--- config.mk ---
export PLATFORM = sky130hd
export DESIGN_NAME = regfile_mp
export DESIGN_NICKNAME = d
export VERILOG_FILES = /design/src/rtl/regfile_mp.sv
export SDC_FILE = /design/constraint.sdc
export NUM_CORES = 2
export LEC_CHECK = 0
export ABC_CLOCK_PERIOD_IN_PS = 3400
export CAP_MARGIN = 5
export CORE_MARGIN = 2
export CORE_UTILIZATION = 45
export CTS_CLUSTER_SIZE = 14
export DETAILED_ROUTE_END_ITERATION = 12
export PLACE_DENSITY = 0.71
export SLEW_MARGIN = 15
export SYNTH_ARGS = -nofsm -noshare
export SYNTH_HDL_FRONTEND = slang
export SYNTH_SLANG_ARGS = --single-unit
--- constraint.sdc ---
create_clock -name i_clock -period 3.4 [get_ports i_clock]
set_input_delay 0.68 -clock i_clock [delete_from_list [all_inputs] [get_ports i_clock]]
set_output_delay 0.68 -clock i_clock [all_outputs]
set_load 0.05 [all_outputs]
--- src/rtl/regfile_mp.sv ---
// Multi-port register file with registered write-first reads, optional hardwired zero register,
// and a per-register busy scoreboard for tracking in-flight producers.
module regfile_mp #(
    parameter int unsigned DATA_WIDTH  = 32,
    parameter int unsigned ADDR_WIDTH  = 5,
    parameter int unsigned READ_PORTS  = 2,
    parameter int unsigned WRITE_PORTS = 1,
    parameter int unsigned ZERO_REG    = 1
) (
    input  logic                              i_clock,
    input  logic                              i_reset,      // asynchronous, active-low
    input  logic [READ_PORTS*ADDR_WIDTH-1:0]  i_rd_addr,
    output logic [READ_PORTS*DATA_WIDTH-1:0]  o_rd_data,
    output logic [READ_PORTS-1:0]             o_rd_busy,
    input  logic [WRITE_PORTS-1:0]            i_wr_en,
    input  logic [WRITE_PORTS*ADDR_WIDTH-1:0] i_wr_addr,
    input  logic [WRITE_PORTS*DATA_WIDTH-1:0] i_wr_data,
    input  logic                              i_claim_en,
    input  logic [ADDR_WIDTH-1:0]             i_claim_addr
);

    localparam int unsigned DEPTH = 1 << ADDR_WIDTH;

    logic [DATA_WIDTH-1:0]           r_mem [DEPTH];
    logic [DEPTH-1:0]                r_busy;
    logic [READ_PORTS*DATA_WIDTH-1:0] r_rd_data;
    logic [READ_PORTS-1:0]           r_rd_busy;

    logic [DATA_WIDTH-1:0]           w_mem_nxt [DEPTH];
    logic [DEPTH-1:0]                w_busy_nxt;
    logic [READ_PORTS*DATA_WIDTH-1:0] w_rd_data;
    logic [READ_PORTS-1:0]           w_rd_busy;

    function automatic logic is_zero(input logic [ADDR_WIDTH-1:0] addr);
        return (ZERO_REG != 0) && (addr == '0);
    endfunction

    // Writes applied in ascending port order so the highest-indexed colliding port wins;
    // the claim is applied last so a new producer overrides a same-cycle retiring write.
    always_comb begin
        w_mem_nxt  = r_mem;
        w_busy_nxt = r_busy;
        for (int p = 0; p < int'(WRITE_PORTS); p++) begin
            if (i_wr_en[p] && !is_zero(i_wr_addr[p*ADDR_WIDTH +: ADDR_WIDTH])) begin
                w_mem_nxt[i_wr_addr[p*ADDR_WIDTH +: ADDR_WIDTH]]  = i_wr_data[p*DATA_WIDTH +: DATA_WIDTH];
                w_busy_nxt[i_wr_addr[p*ADDR_WIDTH +: ADDR_WIDTH]] = 1'b0;
            end
        end
        if (i_claim_en && !is_zero(i_claim_addr)) begin
            w_busy_nxt[i_claim_addr] = 1'b1;
        end
    end

    // Reads see post-edge state, which gives the write-first bypass for free.
    always_comb begin
        w_rd_data = '0;
        w_rd_busy = '0;
        for (int k = 0; k < int'(READ_PORTS); k++) begin
            if (!is_zero(i_rd_addr[k*ADDR_WIDTH +: ADDR_WIDTH])) begin
                w_rd_data[k*DATA_WIDTH +: DATA_WIDTH] = w_mem_nxt[i_rd_addr[k*ADDR_WIDTH +: ADDR_WIDTH]];
                w_rd_busy[k] = w_busy_nxt[i_rd_addr[k*ADDR_WIDTH +: ADDR_WIDTH]];
            end
        end
    end

    always_ff @(posedge i_clock or negedge i_reset) begin
        if (!i_reset) begin
            for (int i = 0; i < int'(DEPTH); i++) begin
                r_mem[i] <= '0;
            end
            r_busy    <= '0;
            r_rd_data <= '0;
            r_rd_busy <= '0;
        end else begin
            r_mem     <= w_mem_nxt;
            r_busy    <= w_busy_nxt;
            r_rd_data <= w_rd_data;
            r_rd_busy <= w_rd_busy;
        end
    end

    assign o_rd_data = r_rd_data;
    assign o_rd_busy = r_rd_busy;

endmodule

==> qor.yml <==
placed_design:
  dp_slack_ns: -0.881
  gp_congestion: 1.10
  place_area_um2: 77400
  hpwl_mm: 277
  port-buffer-count: 121
clocking:
  clk_latency_ns: 0.83
  clk_pin_slew_worst_paths_ns: 0.06
  cts_sinks: 1122
  cts_made_buffers: 134
  clockRootBuffer: "clkbuf_16"
  cts_tree: "done"
  cts_buffer_depth: 3
  htreeDepth: 4
drt:
  vias: 65165
  drc: 0
  drt_iter0_markers: 11725
  avgRoutedWirePerCell_um: 40.9
  ant_nets: 0
  dr.pass1.iters: 9
  wl_mm: 378
  drt-vias-per-instance: 7.06
sta:
  worstMarginPinSlew_ns: 1.16
  rsz0062_at_grt: "yes"
  slew_headroom: 0.225
  fin_crit_ns: 3.46
  min_period_over_period: 1.02
  setup_slack_ns: -0.0554
  hold_violations: 0
  max_freq_mhz: 289
  finalMaxSlewViolations: 0
  finalSetupViolations: 4
  finClkSkew_ns: 0.0270
global_route:
  grt_max_degree: 120
  antenna_found_initial: 43
  grt_pass1_wl_mm: 510
  grt-ovfl-total: 0
  track_usage: 0.539
  first_global_vias: 62142
finish:
  area_delta_synth_final_pct: 34.9
  layout_common_cells: "1446 x buf_4, 1122 x dfrtp_1, 491 x mux2_2, 443 x nand2_1, 386 x o21ai_0"
  mostFrequentLayoutCell: "buf_4"
  num-nets-final: 7395
  final_area_um2: 82000
  layout-drive-gt1-share: 0.354
critical_path:
  worstPathArrival_ns: 4.19
  crit_fanout: 12
  critPathCaptureType: "flop"
  timing.critical_path.required_ns: 4.13
  worstSetupPathType: "in -> reg"
  start_kind: "input pin"
floorplanning:
  num_io_pins: 122
  start_util: 0.454
  fp-row-count: 134
  core_um2: 134000
  design.die.area_um2: 138000
  die_w_um: 372
  die_h_um: 372
power:
  finalPower_mw: 44.7
  ir_worst_vdd_mv: 0.523
  p_leak_nw: 40.6
  p_per_area_nw_per_um2: 545
synth:
  synth.avg_cell_area_um2: 10.1
  yosys_most_used_dff: "dfrtp_1"
  synth_area_um2: 60800
  synth_cell_types: 86
  synth.yosys.warnings: 0
  syn_nets: 6084
  synth_seq_cells: 1122
  netlist_instances: 6028
  async_flop_share: 1.00
  ys_seq_area_frac: 0.462
  synth_edf_count: 0
job:
  drv_cap: 0
run_status:
  violations: "negative setup slack"
  status: "finished with violations"
min_path:
  hp-class: "reg -> reg"
-- synthesized netlist by cell type (all sizes together) (19+ instances only) --
cell	n	area, um^2
a2111oi	36	315
a211oi	82	616
a21o	24	180
a21oi	227	1140
a221o	19	190
a221oi	45	394
a22o	39	342
a22oi	57	428
a311oi	26	228
a31oi	37	231
a32oi	32	280
and3	23	144
buf	173	781
clkbuf	446	1670
dfrtp	1122	28100
inv	376	1410
mux2	491	5530
mux2i	373	3730
mux4	131	2950
nand2	473	1790
nand3	179	896
nor2	346	1300
nor3	153	771
nor4	42	263
o211a	19	190
o211ai	78	586
o21ai	398	1990
o221ai	40	350
o22ai	215	1350
o31ai	25	188
or3	23	144
-- path summary, 6_finish.rpt --
path / slack (ns) / depth (start not counted) / from / endpoint
max: -0.06 / 13 / i_wr_en / o_rd_data[45]
min: 0.38 / 0 / r_mem[1003] / r_mem[1003]
max reg2reg: 1.00 / 6 / r_mem[749] / o_rd_data[45]
min reg2reg: 0.38 / 0 / r_mem[1003] / r_mem[1003]
max in group asynchronous: 1.80 / 4 / i_reset / r_busy[17]
min in group asynchronous: 0.40 / 2 / i_reset / r_mem[430]
-- sequential cells by signal, indices dropped and copies added, names as in the netlist --
signal	flops
r_mem	1024
o_rd_busy	2
o_rd_data	64
r_busy	32
-- per-layer routing --
metal,vias up,part of all wire,track usage
li1,24719,-,-
met1,31980,0.36,0.677
met2,6517,0.39,0.718
met3,1901,0.16,0.241
met4,48,0.098,0.415
met5,-,0.00095,0
-- power breakdown --
| part | switching [mW] | total, mW | internal [mW] |
|---|---|---|---|
| Sequential | 1.10 | 16.9 | 15.8 |
| Clock | 6.44 | 15.0 | 8.53 |
| Combinational | 7.29 | 12.8 | 5.50 |
| Total | 14.8 | 44.7 | 29.8 |
-- cell families after synthesis --
group | Yosys count | synth area share
flip-flops | 1122 | 0.462
AO/OA/AOI/OAI | 1565 | 0.173
AND/OR/NAND/NOR | 1344 | 0.100
multiplexers | 995 | 0.201
XOR/XNOR | 3 | 0.000432
buffers and inverters | 999 | 0.0638
-- layout make-up --
class / instances / area [um^2]
Inverter: 380 / 1450
Sequential cell: 1122 / 28100
Tap cell: 1768 / 2210
Clock inverter: 40 / 532
Multi-Input combinational cell: 3907 / 29200
Antenna cell: 24 / 60.1
Clock buffer: 198 / 3900
Fill cell: 11227 / 51800
Timing Repair Buffer: 1794 / 16600
-- timing repair --
item,CTS,global route
setup endpoints to repair,3,9
resized for setup,2,18
endpoints found under the hold margin,23,0
cloned,0,0
hold buffers,1,0
setup buffers,1,0
pin swaps,1,2
-- critical path: stages --
cell	delay [ns]
clkdlybuf4s50_1	0.48
buf_6	0.17
buf_6	0.14
nand4bb_4	0.18
buf_4	0.22
buf_4	0.16
nor3_1	0.14
a21oi_1	0.08
mux4_2	0.47
a21o_1	0.20
o211ai_1	0.87
buf_4	0.24
a32o_1	0.12
-- per-stage QoR --
stage	utilization	hold WS [ns]	cells	TNS, ns
floorplan	-	0.384	6028	0
global placement	0.579	0.366	8969	-29.44
detailed placement	0.579	0.368	8969	-30.55
CTS	0.612	0.380	9209	0
global route	0.613	0.388	9209	-0.0856
finish	0.613	0.377	9233	-0.145
Power figures use the tool's default switching activity.
